$ cat config.mk
export PLATFORM = sky130hd
export DESIGN_NAME = simmem_resp_delay_bank
export DESIGN_NICKNAME = d
export VERILOG_FILES = /design/src/rtl/simmem_pkg.sv /design/src/rtl/simmem_oldest_select.sv /design/src/rtl/simmem_resp_delay_bank.sv
export SDC_FILE = /design/constraint.sdc
export NUM_CORES = 1
export LEC_CHECK = 0
export CORE_MARGIN = 2
export CORE_UTILIZATION = 40
export DETAILED_ROUTE_END_ITERATION = 6
export PLACE_DENSITY = 0.62
export SYNTH_ARGS = -nofsm -noshare
export SYNTH_HDL_FRONTEND = slang
export SYNTH_SLANG_ARGS = --single-unit
export TNS_END_PERCENT = 20
$ cat constraint.sdc
create_clock -name clk_i -period 4.6 [get_ports clk_i]
set_input_delay 1.15 -clock clk_i [delete_from_list [all_inputs] [get_ports clk_i]]
set_output_delay 1.15 -clock clk_i [all_outputs]
set_load 0.1 [all_outputs]
$ cat src/rtl/simmem_pkg.sv
// Shared types and default sizing for the simulated-memory response delay banks.
package simmem_pkg;

    localparam int RespDelayNumSlots  = 8;
    localparam int RespDelayWidth     = 8;
    localparam int RespDelayIdWidth   = 4;
    localparam int RespDelayDataWidth = 32;

    typedef logic [$clog2(RespDelayNumSlots)-1:0] slot_idx_t;

    // Slot layout at the default rdata/wresp bank widths.
    typedef struct packed {
        logic [RespDelayIdWidth-1:0]   id;
        logic [RespDelayDataWidth-1:0] data;
        logic [RespDelayWidth-1:0]     countdown;
    } resp_slot_t;

endpackage

$ cat src/rtl/simmem_oldest_select.sv
// Picks the oldest requester under an age matrix (age_i[i][j]=1: j older than i).
module simmem_oldest_select #(
    parameter int N = 8
) (
    input  logic [N-1:0][N-1:0]     age_i,
    input  logic [N-1:0]            req_i,
    output logic [N-1:0]            grant_o,
    output logic [$clog2(N)-1:0]    idx_o
);

    localparam int IdxW = $clog2(N);

    always_comb begin
        grant_o = '0;
        idx_o   = '0;
        for (int i = 0; i < N; i++) begin
            // A requester wins when no other requester is older than it.
            grant_o[i] = req_i[i] && !(|(req_i & age_i[i]));
            if (grant_o[i]) begin
                idx_o = idx_o | IdxW'(i);
            end
        end
    end

endmodule

$ cat src/rtl/simmem_resp_delay_bank.sv
// Response delay store: per-entry countdown, same-ID ordering, oldest-first release.
// Optional stall counter port enabled by SIMMEM_RESP_DELAY_STALL_COUNT_EN.
module simmem_resp_delay_bank
    import simmem_pkg::*;
#(
    parameter int NumSlots   = RespDelayNumSlots,
    parameter int IDWidth    = RespDelayIdWidth,
    parameter int DataWidth  = RespDelayDataWidth,
    parameter int DelayWidth = RespDelayWidth
) (
    input  logic                          clk_i,
    input  logic                          rst_ni,
    input  logic                          in_valid_i,
    output logic                          in_ready_o,
    input  logic [IDWidth-1:0]            in_id_i,
    input  logic [DataWidth-1:0]          in_data_i,
    input  logic [DelayWidth-1:0]         in_delay_i,
    output logic                          out_valid_o,
    input  logic                          out_ready_i,
    output logic [IDWidth-1:0]            out_id_o,
    output logic [DataWidth-1:0]          out_data_o,
    output logic [$clog2(NumSlots+1)-1:0] occupancy_o
`ifdef SIMMEM_RESP_DELAY_STALL_COUNT_EN
    ,
    output logic [15:0]                   stall_cycles_o
`endif
);

    localparam int IdxW = $clog2(NumSlots);
    localparam int OccW = $clog2(NumSlots + 1);

    typedef struct packed {
        logic [IDWidth-1:0]    id;
        logic [DataWidth-1:0]  data;
        logic [DelayWidth-1:0] countdown;
    } slot_t;

    slot_t                              slot_q [NumSlots];
    slot_t                              slot_d [NumSlots];
    logic [NumSlots-1:0]                valid_q, valid_d;
    logic [NumSlots-1:0][NumSlots-1:0]  age_q, age_d;
    logic                               out_valid_q, out_valid_d;
    logic [IdxW-1:0]                    lock_idx_q, lock_idx_d;
    logic [IDWidth-1:0]                 out_id_q, out_id_d;
    logic [DataWidth-1:0]               out_data_q, out_data_d;
    logic [OccW-1:0]                    occupancy_q, occupancy_d;

    logic                               accept, release_hs;
    logic [IdxW-1:0]                    alloc_idx;
    logic [NumSlots-1:0]                release_mask;
    logic [NumSlots-1:0]                eligible;
    logic [NumSlots-1:0][NumSlots-1:0]  head_grant;
    logic [IdxW-1:0]                    unused_head_idx [NumSlots];
    logic [NumSlots-1:0]                unused_sel_grant;
    logic [IdxW-1:0]                    sel_idx;

    // A slot may leave only when it is the oldest valid entry carrying its ID.
    for (genvar gi = 0; gi < NumSlots; gi++) begin : g_head
        logic [NumSlots-1:0] same_id;

        always_comb begin
            same_id = '0;
            for (int j = 0; j < NumSlots; j++) begin
                same_id[j] = valid_q[j] && (slot_q[j].id == slot_q[gi].id);
            end
        end

        simmem_oldest_select #(.N(NumSlots)) u_head (
            .age_i   (age_q),
            .req_i   (same_id),
            .grant_o (head_grant[gi]),
            .idx_o   (unused_head_idx[gi])
        );

        assign eligible[gi] = valid_q[gi] && (slot_q[gi].countdown == '0)
                              && (head_grant[gi] == (NumSlots'(1) << gi));
    end

    simmem_oldest_select #(.N(NumSlots)) u_sel (
        .age_i   (age_q),
        .req_i   (eligible),
        .grant_o (unused_sel_grant),
        .idx_o   (sel_idx)
    );

    assign in_ready_o = !(&valid_q);
    assign accept     = in_valid_i && in_ready_o;
    assign release_hs = out_valid_q && out_ready_i;

    always_comb begin
        alloc_idx = '0;
        for (int i = NumSlots - 1; i >= 0; i--) begin
            if (!valid_q[i]) begin
                alloc_idx = IdxW'(i);
            end
        end
    end

    // NOTE: every variable gets its default before any branch so no path leaves it unassigned (no latches).
    always_comb begin
        valid_d      = valid_q;
        slot_d       = slot_q;
        age_d        = age_q;
        out_valid_d  = out_valid_q;
        lock_idx_d   = lock_idx_q;
        out_id_d     = out_id_q;
        out_data_d   = out_data_q;
        occupancy_d  = occupancy_q;
        release_mask = '0;

        for (int i = 0; i < NumSlots; i++) begin
            if (valid_q[i] && (slot_q[i].countdown != '0)) begin
                slot_d[i].countdown = slot_q[i].countdown - 1'b1;
            end
        end

        // The presented entry stays locked until its handshake; reselection waits a cycle.
        if (release_hs) begin
            valid_d[lock_idx_q]      = 1'b0;
            release_mask[lock_idx_q] = 1'b1;
            out_valid_d              = 1'b0;
        end else if (!out_valid_q && (|eligible)) begin
            out_valid_d = 1'b1;
            lock_idx_d  = sel_idx;
            out_id_d    = slot_q[sel_idx].id;
            out_data_d  = slot_q[sel_idx].data;
        end

        // Allocation uses registered validity, so a slot freed this edge is not reused yet.
        if (accept) begin
            valid_d[alloc_idx] = 1'b1;
            slot_d[alloc_idx]  = '{id: in_id_i, data: in_data_i, countdown: in_delay_i};
            for (int r = 0; r < NumSlots; r++) begin
                age_d[r][alloc_idx] = 1'b0;
            end
            age_d[alloc_idx] = valid_q & ~release_mask;
        end

        case ({accept, release_hs})
            2'b10:   occupancy_d = occupancy_q + OccW'(1);
            2'b01:   occupancy_d = occupancy_q - OccW'(1);
            default: occupancy_d = occupancy_q;
        endcase
    end

    // NOTE: state registers use non-blocking assignments so all flops update together at the edge.
    always_ff @(posedge clk_i or negedge rst_ni) begin
        if (!rst_ni) begin
            // NOTE: the slot store is flop-based and small, so it is cleared in full on reset.
            for (int i = 0; i < NumSlots; i++) begin
                slot_q[i] <= '0;
            end
            valid_q     <= '0;
            age_q       <= '0;
            out_valid_q <= 1'b0;
            lock_idx_q  <= '0;
            out_id_q    <= '0;
            out_data_q  <= '0;
            occupancy_q <= '0;
        end else begin
            slot_q      <= slot_d;
            valid_q     <= valid_d;
            age_q       <= age_d;
            out_valid_q <= out_valid_d;
            lock_idx_q  <= lock_idx_d;
            out_id_q    <= out_id_d;
            out_data_q  <= out_data_d;
            occupancy_q <= occupancy_d;
        end
    end

    assign out_valid_o = out_valid_q;
    assign out_id_o    = out_id_q;
    assign out_data_o  = out_data_q;
    assign occupancy_o = occupancy_q;

`ifdef SIMMEM_RESP_DELAY_STALL_COUNT_EN
    logic [15:0] stall_q, stall_d;

    always_comb begin
        stall_d = stall_q;
        if (out_valid_q && !out_ready_i && (stall_q != 16'hFFFF)) begin
            stall_d = stall_q + 16'd1;
        end
    end

    always_ff @(posedge clk_i or negedge rst_ni) begin
        if (!rst_ni) begin
            stall_q <= '0;
        end else begin
            stall_q <= stall_d;
        end
    end

    assign stall_cycles_o = stall_q;
`endif

endmodule

# Word-level counts from Yosys, hierarchy flattened
# Index checks and enable logic that the tools add are counted.
[word_totals] in_bits=48 register_bits=468 output_inout_bits=42 wordCells=574
[classes] n_mux=43 eq_ne=66 order_cmp=7 add_sub_neg=10 n_reduce_logical=322 n_bitwise=88
[op_table] cell="8-bit bitwise AND" n=81
[op_table] cell="8-bit OR reduction" n=72
[op_table] cell="352-bit bitwise mux" n=1
[op_table] cell="316-bit 2-to-1 mux" n=1
[op_table] cell="4-bit == test" n=56
[op_table] cell="1-bit logical AND" n=157
[op_table] cell="44-bit binary-select mux with 3-bit select" n=1
[op_table] cell="44-bit demux with 3-bit select" n=1
[op_table] cell="44-bit 2-to-1 mux" n=3
[op_table] cell="8-bit 2-to-1 mux" n=12
[op_table] cell="1-bit logical NOT" n=73
[op_table] cell="64-bit bitwise mux" n=1
[op_table] cell="8-bit logical NOT" n=8
[op_table] cell="8-bit nonzero test" n=8
[op_table] cell="8-bit by 1-bit subtractor with 8-bit output (second input constant)" n=8
[op_table] cell="3-bit 2-to-1 mux" n=12
[op_table] cell="8-bit demux with 3-bit select" n=1
[op_table] cell="8-bit NOT" n=3
[op_table] cell="8-bit by 1-bit == test with 1-bit output (second input constant)" n=1
[op_table] cell="8-bit by 2-bit == test with 1-bit output (second input constant)" n=1
[op_table] cell="8-bit by 3-bit == test with 1-bit output (second input constant)" n=1
[op_table] cell="8-bit by 4-bit == test with 1-bit output (second input constant)" n=1
[op_table] cell="8-bit by 5-bit == test with 1-bit output (second input constant)" n=1
[op_table] cell="8-bit by 6-bit == test with 1-bit output (second input constant)" n=1
[op_table] cell="20 further kinds" n=31

# Depth between registers and ports, before layout
# Gate-level depths: netlist (run 1).
[depth] ltp_word=23 depth_mapped=17 depth_no_buf=14

# Hierarchy
# A second synthesis (run 1) with hierarchy kept.
[unflattened] cells_unflattened=2677 area_unflattened_um2=27259.9
[by_module_without_submodules] module="simmem_resp_delay_bank" area_each_um2=23149.7 cells_each=2083 seq_area_each_um2=11711.2 instances=1
[by_module_without_submodules] module="simmem_oldest_select" area_each_um2=456.7 cells_each=66 seq_area_each_um2=0.0 instances=9

# Worst setup path after synthesis (run 1)
# No wires, ideal clock.
[synth_timing] kind="register to register" from="register slot_q[132] in the netlist's numbering" to="register out_data_q[18] (netlist: out_data_o[18])" required_ns=4.452 period_less_slack_ns=4.086 arrival_ns=3.938 path_stages_with_launch=16 setup_slack_ns=0.514 setup_time_ns=0.148 cell_sequence="dfrtp_1 -> inv_1 -> ha_1 -> or4b_1 -> or4_4 -> nor3b_2 -> nand3_1 -> or4b_4 -> o2111ai_4 -> nor2_1 -> a2111oi_2 -> buf_4 -> buf_2 -> mux2i_1 -> a2bb2oi_1 -> o221ai_2"
[synth_between] elab_chain_cells=18 elab_cells_between_ends=45
[synth_rtl] element="start, declared" line_no="simmem_resp_delay_bank.sv:38" text="slot_t slot_q [NumSlots];"
[synth_rtl] element="start signal, assigned" line_no="simmem_resp_delay_bank.sv:161" text="slot_q <= slot_d;"
[synth_rtl] element="8-bit logical NOT (*)" line_no="simmem_resp_delay_bank.sv:75" text="assign eligible[gi] = valid_q[gi] && (slot_q[gi].countdown == '0)"
[synth_rtl] element="1-bit logical AND (*)" line_no="simmem_resp_delay_bank.sv:75"
[synth_rtl] element="1-bit logical AND (*)" line_no="simmem_resp_delay_bank.sv:76" text="&& (head_grant[gi] == (NumSlots'(1) << gi));"
[synth_rtl] element="8-bit bitwise AND" line_no="simmem_oldest_select.sv:18" text="grant_o[i] = req_i[i] && !(|(req_i & age_i[i]));"
[synth_rtl] element="8-bit OR reduction" line_no="simmem_oldest_select.sv:18"
[synth_rtl] element="1-bit logical NOT" line_no="simmem_oldest_select.sv:18"
[synth_rtl] element="1-bit logical AND" line_no="simmem_oldest_select.sv:18"
[synth_rtl] element="1-bit 2-to-1 mux" line_no="simmem_oldest_select.sv:19" text="if (grant_o[i]) begin"
[synth_rtl] element="2-bit 2-to-1 mux (2 in series)" line_no="simmem_oldest_select.sv:19"
[synth_rtl] element="3-bit 2-to-1 mux (4 in series)" line_no="simmem_oldest_select.sv:19"
[synth_rtl] element="3-bit NOT with 4-bit output (not written as such)" line_no="simmem_resp_delay_bank.sv:126" text="out_data_d = slot_q[sel_idx].data;"
[synth_rtl] element="44-bit binary-select mux with 3-bit select" line_no="simmem_resp_delay_bank.sv:126"
[synth_rtl] element="44-bit 2-to-1 mux (not written as such) (2 in series)" line_no="simmem_resp_delay_bank.sv:126"
[synth_rtl] element="end signal, assigned" line_no="simmem_resp_delay_bank.sv:167" text="out_data_q <= out_data_d;"
[synth_rtl] element="end, declared" line_no="simmem_resp_delay_bank.sv:45" text="logic [DataWidth-1:0] out_data_q, out_data_d;"
# Mark *: on every way between the ends. The rest lies on a longest branch, timed or not. The select of a mux whose other input is x is not followed.
# A chain may end at the register's enable or synchronous reset.

# Worst setup path in the final report (run 1)
[layout_timing] from="register slot_q[130] in the netlist's numbering" to="register out_data_q[13] (netlist: out_data_o[13])"
[layout_between] elab_chain_cells=23 elab_cells_between_ends=342
[layout_rtl] element="4-bit == test" line_no="simmem_resp_delay_bank.sv:64" text="same_id[j] = valid_q[j] && (slot_q[j].id == slot_q[gi].id);"
[layout_rtl] element="1-bit logical AND" line_no="simmem_resp_delay_bank.sv:64"
[layout_rtl] element="8-bit bitwise AND" line_no="simmem_oldest_select.sv:18"
[layout_rtl] element="8-bit OR reduction" line_no="simmem_oldest_select.sv:18"
[layout_rtl] element="1-bit logical NOT" line_no="simmem_oldest_select.sv:18"
[layout_rtl] element="1-bit logical AND" line_no="simmem_oldest_select.sv:18"
[layout_rtl] element="8-bit by 1-bit == test with 1-bit output (tied with other cells)" line_no="simmem_resp_delay_bank.sv:76"
[layout_rtl] element="1-bit logical AND" line_no="simmem_resp_delay_bank.sv:76"
[layout_rtl] element="[2 not listed]"
[layout_rtl] element="1-bit logical NOT" line_no="simmem_oldest_select.sv:18"
[layout_rtl] element="1-bit logical AND" line_no="simmem_oldest_select.sv:18"
[layout_rtl] element="1-bit 2-to-1 mux" line_no="simmem_oldest_select.sv:19"
[layout_rtl] element="2-bit 2-to-1 mux (2 in series)" line_no="simmem_oldest_select.sv:19"
[layout_rtl] element="3-bit 2-to-1 mux (4 in series)" line_no="simmem_oldest_select.sv:19"
[layout_rtl] element="3-bit NOT with 4-bit output (not written as such)" line_no="simmem_resp_delay_bank.sv:126"
[layout_rtl] element="44-bit binary-select mux with 3-bit select" line_no="simmem_resp_delay_bank.sv:126"
[layout_rtl] element="44-bit 2-to-1 mux (not written as such) (2 in series)" line_no="simmem_resp_delay_bank.sv:126"
# Several ways; a longest one is shown, not always the timed one. The select of a mux whose other input is x is not followed.

==> results of run 1 <==
## report_power, final
part	internal (W)	switching [W]
clock network	0.00225	0.00175
logic	0.00555	0.00938
registers	0.00601	0.00179
total	0.0138	0.0129
## cell usage in the layout, fill, tap and decap left out, types with 12 or more instances in the layout
cell type	n
clkbuf_16	52
buf_4	275
o2111ai_1	39
mux2_2	27
xnor2_1	149
xor2_1	18
inv_1	37
dfrtp_1	456
clkbuf_1	17
o21ai_0	69
nor4_1	58
mux2i_1	155
o221ai_1	16
buf_12	41
a2bb2oi_1	28
nand2_1	1051
clkdlybuf4s50_1	87
ha_1	12
and4_1	16
o22a_1	14
nand3_1	23
or3_1	12
nand4_1	44
o221ai_2	21
a21oi_1	72
nor2_1	165
nor3_1	23
dfrtp_2	12
nor2b_1	14
and2_1	12
o22ai_1	125
## cell type report
class | instances | area (um^2)
well taps | 864 | 1081
repair buffers | 405 | 3796
clock inverters | 13 | 120.1
multi-input cells | 2333 | 13600
clock buffers | 77 | 1464
flip-flops and latches | 468 | 11730
fillers | 6239 | 33820
inverters | 37 | 138.9
## worst reg2reg max path: cells and delay by family, from the launching register on
| family | cells | cell delay (ps) |
|---|---|---|
| simple gates | 3 | 640 |
| xor+xnor | 1 | 130 |
| compound gates | 7 | 1800 |
| buf+inv | 6 | 1210 |
| mux | 1 | 140 |
| flops | 1 | 500 |
## cells in the mapped netlist (9+ instances only)
library cell	count	area [um^2]
nand2_1	1054	3956
dfrtp_1	468	11710
nor2_1	172	645.6
mux2i_1	155	1551
xnor2_1	149	1305
clkbuf_1	130	488.0
o22ai_1	125	782.0
a21oi_1	72	360.4
o21ai_0	69	345.3
nor4_1	65	406.6
buf_4	63	473.0
nand4_1	44	275.3
o2111ai_1	40	350.3
inv_1	37	138.9
buf_2	29	145.1
a2bb2oi_1	28	245.2
nand3_1	28	140.1
mux2_2	27	304.0
nor3_1	23	115.1
o221ai_2	21	315.3
and4_1	19	166.4
xor2_1	18	157.7
o221ai_1	16	140.1
nor2b_1	15	93.84
o22a_1	14	122.6
and2_1	13	81.33
ha_1	12	150.1
or3_1	12	75.07
a21o_1	10	75.07
or4_1	10	75.07
clkbuf_2	9	45.04
nand2b_1	9	56.30
## cell families after synthesis
family	count (synthesis)	share of synthesized area, %
AND/OR/NAND/NOR	1502	24.38
multiplexers	182	6.994
flip-flops	468	44.14
buffers and inverters	282	5.343
XOR/XNOR	167	5.513
AO/OA/AOI/OAI	469	12.98
adder cells (fa/ha/maj)	13	0.6414
## flip-flops by register name (all words and copies together), names as in the netlist, named ones only
register and cells:
slot_q 352, age_q 56, out_data_o 32, valid_q 8
occupancy_o 4, out_id_o 4, lock_idx_q 3, out_valid_o 1
## worst max-delay path by stage
stage	cells past startpoint	to	from
5_1_grt	19	out_data_o[13]$_DFFE_PN0P_	slot_q[44]$_DFF_PN0_
2_1_floorplan	15	out_data_o[18]$_DFFE_PN0P_	slot_q[132]$_DFF_PN0_
6_report	18	out_data_o[13]$_DFFE_PN0P_	slot_q[130]$_DFFE_PN0P_
4_1_cts	15	out_data_o[0]$_DFFE_PN0P_	slot_q[350]$_DFFE_PN0P_
3_3_place_gp	17	out_data_o[27]$_DFFE_PN0P_	slot_q[220]$_DFF_PN0_
3_5_place_dp	17	out_data_o[0]$_DFFE_PN0P_	slot_q[220]$_DFF_PN0_
## layer usage
layer	global-route usage, %	routed length, um	vias up	share of wire [%]
li1	-	-	11020	-
met2	46.38	45900	1207	44
met1	41.73	44120	12040	43
met4	11.88	4664	0	4.5
met3	5.739	8723	342	8.4
met5	0	0	-	0
## stage by stage
stage	power (W)	setup WS [ps]
2_1_floorplan	0.01637	513.9
3_3_place_gp	0.02203	-28.02
3_5_place_dp	0.02208	-109.2
4_1_cts	0.02614	53.87
5_1_grt	0.02798	4.273
6_report	0.02673	69.46
## repair_timing
| action | in CTS | in global routing |
|---|---|---|
| gates cloned | 0 | 1 |
| buffers inserted | 0 | 6 |
| resized for setup | 2 | 27 |
| endpoints found under the setup margin | 36 | 36 |
| pin swaps | 1 | 5 |
| endpoints found under the hold margin | 0 | 0 |
==> metrics.yaml, run 1 <==
io_pins: 90
slowest_delay_ps: 530
avgSynthCellArea_um2: 8.605
status: "complete, no violations"
track_usage_pct: 30.06
syn_nets: 3144
cpMaxStageDelayCell: "a211oi_1"
fin_cells: 4197
grt_max_degree: 107
core_mm2: 0.06575
firstDrtPassIters: 6
power_density_mw_per_mm2: 837.3
ys_ff_latch: 468
gp_congestion: 1.044
num_vias: 24600
placementRows: 94
path_buf_inv: 6
ant_nets: 0
port_buffers: 89
min_period_ps: 4531
required_ps: 5080
cp_max_fo: 15
hold_path_depth: 2
dp_cells: 4100
grt_pass1_wl_mm: 154.5
end_kind: "flip-flop"
drive_gt1_share_pct: 15.36
synthesis.area_mm2: 0.02653
grt_pass1_vias: 23960
worst-r2r-cell-count: 18
finalSetupViolCount: 0
drv_cap: 0
r2r-start: "slot_q[130]$_DFFE_PN0P_"
path_common_cell: "buf_4"
hpwlAfterDp_mm: 70.06
ff2ff_setup_slack_ps: 70
worst_pin_slew_ps: 993.7
rsz0062_at_grt: "no"
setup.worst_path.class: "reg -> reg"
tns_ps: 0
start_kind: "flip-flop"
min_to: "slot_q[34]$_DFFE_PN0P_"
start_util_pct: 40.35
drc: 0
clk_latency_ps: 620
clockBufferDepth: 3
hold_viol: 0
dpl_cell_area_mm2: 0.03018
fmax_mhz: 220.7
synthCells: 3083
fp.dieW_um: 261.5
hp-class: "reg -> reg"
htreeDepth: 2
wl_per_cell_um: 24.64
ir_drop_uv: 377.1
nets: 3357
die_h_um: 261.5
synth.distinct_cells: 83
cts_tree: "done"
yosysWarnings: 0
synth_flop_cell: "dfrtp_1"
timing.rr.end: "out_data_o[13]$_DFFE_PN0P_"
drtIter0Drc: 2780
fin_worst_skew_ps: 26.72
overflow: 0
cts_inserted_buffers: 51
final_area_mm2: 0.03193
syn2layout_area_growth_pct: 20.34
viasPerCell: 5.862
drv_slew: 0
cellLeakagePower_nw: 15.27
cts_root_buffer: "clkbuf_16"
cts.sinks: 468
synthArstFlopShare_pct: 100.0
worstPathArrival_ps: 5010
clkSlewWorstSetupHoldPaths_ps: 60
antenna_found_initial: 0
worst_hold_slack_ps: 473.2
dieArea_mm2: 0.06840
crit_path_cell_trace: "buf_4 > xnor2_1 > nand4_1 > buf_4 > nand3b_1 > a211oi_1 > a2111oi_2 > buf_4 > and3_2 > a22o_1 > a211oi_1 > a2111oi_4 > buf_4 > clkbuf_16 > buf_12 > mux2i_1 > a2bb2oi_1 > o221ai_2"
crit_family: "compound AO/OA/AOI/OAI gates"
wl_mm: 103.4
cts_hold_buf: 0
post-route-period-util_pct: 98.49
min_from: "slot_q[34]$_DFFE_PN0P_"
seq_area_frac_synth_pct: 44.14
relSlewSlack_pct: 33.61
fin_util_pct: 48.56
synth_edf_count: 0
diodes: 0
Note: power is estimated with default switching activity, not from simulation.
==> run 2: changes to the inputs <==
--- a/config.mk
+++ b/config.mk
@@ -5,10 +5,14 @@
 export SDC_FILE = /design/constraint.sdc
 export NUM_CORES = 1
 export LEC_CHECK = 0
+export CELL_PAD_IN_SITES_DETAIL_PLACEMENT = 1
+export CELL_PAD_IN_SITES_GLOBAL_PLACEMENT = 2
 export CORE_MARGIN = 2
-export CORE_UTILIZATION = 40
+export CORE_UTILIZATION = 39
 export DETAILED_ROUTE_END_ITERATION = 6
-export PLACE_DENSITY = 0.62
+export PLACE_DENSITY = 0.87
+export SETUP_SLACK_MARGIN = 0.15
+export SLEW_MARGIN = 25
 export SYNTH_ARGS = -nofsm -noshare
 export SYNTH_HDL_FRONTEND = slang
 export SYNTH_SLANG_ARGS = --single-unit
==> metrics.yaml, run 2 (same netlist as run 1, synthesis figures left out) <==
status: "finished, violations left"
violations: "DRC, setup timing"
fp.dieW_um: 264.8
worst_hold_slack_ps: 474.8
dieArea_mm2: 0.07013
placementRows: 95
power_density_mw_per_mm2: 874.9
htreeDepth: 2
num_vias: 26310
die_h_um: 264.8
mostFrequentLayoutCells: "1051 x nand2_1, 460 x dfrtp_1, 349 x buf_4"
min_period_ps: 4714
drive_gt1_share_pct: 20.18
track_usage_pct: 34.41
final.setup.worst_slack_ps: -113.7
setup.worst_path.class: "reg -> reg"
io_pins: 90
port_buffers: 89
cts_root_buffer: "clkbuf_16"
post-route-period-util_pct: 102.5
diodes: 0
crit_path_cell_trace: "buf_4 > xnor2_1 > and4_1 > a222oi_1 > and3_1 > nor4_1 > buf_4 > and3_1 > a22o_1 > a221oi_4 > a2111oi_4 > clkbuf_16 > buf_12 > buf_16 > mux2i_1 > o221ai_4"
relSlewSlack_pct: 27.67
nets: 3466
start_kind: "flip-flop"
cp_max_fo: 10
hpwlAfterDp_mm: 83.02
gp_congestion: 1.040
grt_pass1_wl_mm: 182.7
hp-class: "reg -> reg"
drv_cap: 0
worstPathArrival_ps: 5200
cts.sinks: 468
grt_pass1_vias: 28440
rsz0062_at_grt: "yes"
met2_wirelength_mm: 57.79
overflow: 0
final_common_cell: "nand2_1"
required_ps: 5090
worst_pin_slew_ps: 1085
wl_mm: 122.0
cpMaxStageDelayCell: "dfrtp_1"
drv_slew: 0
wl_per_cell_um: 28.24
dp_cells: 4173
top_register: "slot_q"
dr_wl_met3_mm: 8.006
firstDrtPassIters: 7
cts_tree: "done"
cellLeakagePower_nw: 16.06
end_kind: "flip-flop"
viasPerCell: 6.087
slowest_delay_ps: 530
finalSetupViolCount: 22
seqCellArea_mm2: 0.01172
ir_drop_uv: 568.0
highest_layer: "met4"
syn2layout_area_growth_pct: 27.72
core_mm2: 0.06728
cts_hold_buf: 0
grt_max_degree: 95
fill_cells: 7691
clk_latency_ps: 630
multi_input_area_mm2: 0.01420
wl_met1_mm: 49.61
fmax_mhz: 212.1
antenna_found_initial: 1
cts_inserted_buffers: 52
ant_nets: 0
start_util_pct: 39.43
hold_viol: 0
fin_cells: 4322
fin_worst_skew_ps: 50.08
drtIter0Drc: 2263
clkSlewWorstSetupHoldPaths_ps: 60
clockBufferDepth: 3
largest_reg_flops: 352
drc: 1
[run 2: changes by cell type in the layout (fill, tap and decap cells not counted), sizes merged]
cell and change:
nand3 +1, bufinv +2, buf +104, clkinv +2
inv -3, clkdlybuf4s50 -1, clkbuf +10, clkinvlp +1
[run 2: metrics by stage]
stage                     setup slack (ps)  utilization [%]  setup TNS (ps)  cell area, um^2  power [W]
after floorplan                      513.9                -               0            26530    0.01637
after global routing                -128.2            50.36           -1769            33880    0.03093
after detailed placement            -307.7            45.66           -6446            30720    0.02384
after CTS                            93.78            49.36               0            33210    0.02869
final                               -113.7            50.36          -517.2            33880    0.02964
after global placement              -130.1            45.66           -3347            30720    0.02329
[run 2: layout make-up]
class                      instances  share of cell area (%)
clock inverter                    15                  0.5354
multi-input combinational       2334                   41.91
tap                              873                   3.224
sequential                       468                   34.59
inverter                          37                  0.4099
timing repair buffer             512                   14.61
clock buffer                      83                   4.719
[run 2: per-layer routing]
metal,global-route usage (%),vias up
met5,0,-
met4,17.68,0
met3,5.471,342
met2,56.97,1146
met1,43.52,13540
li1,-,11280
[run 2: power by group]
part | internal, W | switching, W
clock | 0.00255 | 0.00179
combinational | 0.00651 | 0.0110
sequential | 0.00604 | 0.00177
total | 0.0151 | 0.0145
[run 2: worst max-delay path: cells and delay by family (launching register included)]
family | cells | cell delay (ps)
and+or+nand+nor | 4 | 1400
buffers and inverters | 5 | 970
DFF | 1 | 530
xor gates and xnor gates | 1 | 270
muxes | 1 | 410
AOI/OAI and AO/OA | 5 | 1000
[run 2: repair_timing]
action,4_1_cts,5_1_grt
gates cloned,6,4
hold endpoints to repair,0,0
gates resized for setup,68,78
setup endpoints to repair,37,36
buffers inserted,27,14
pin swaps,37,47
[run 2: final timing paths]
check	startpoint	end	slack, ps	cells after the start
setup / recovery	slot_q[218]$_DFFE_PN0P_	out_data_o[8]$_DFFE_PN0P_	-110	16
hold / removal	occupancy_o[3]$_DFFE_PN0P_	occupancy_o[3]$_DFFE_PN0P_	470	1
setup reg to reg	slot_q[218]$_DFFE_PN0P_	out_data_o[8]$_DFFE_PN0P_	-110	16
hold reg to reg	occupancy_o[3]$_DFFE_PN0P_	occupancy_o[3]$_DFFE_PN0P_	470	1
max in group asynchronous	rst_ni	age_q[1]$_DFFE_PN0P_	2980	2
min in group asynchronous	rst_ni	occupancy_o[0]$_DFFE_PN0P_	520	1
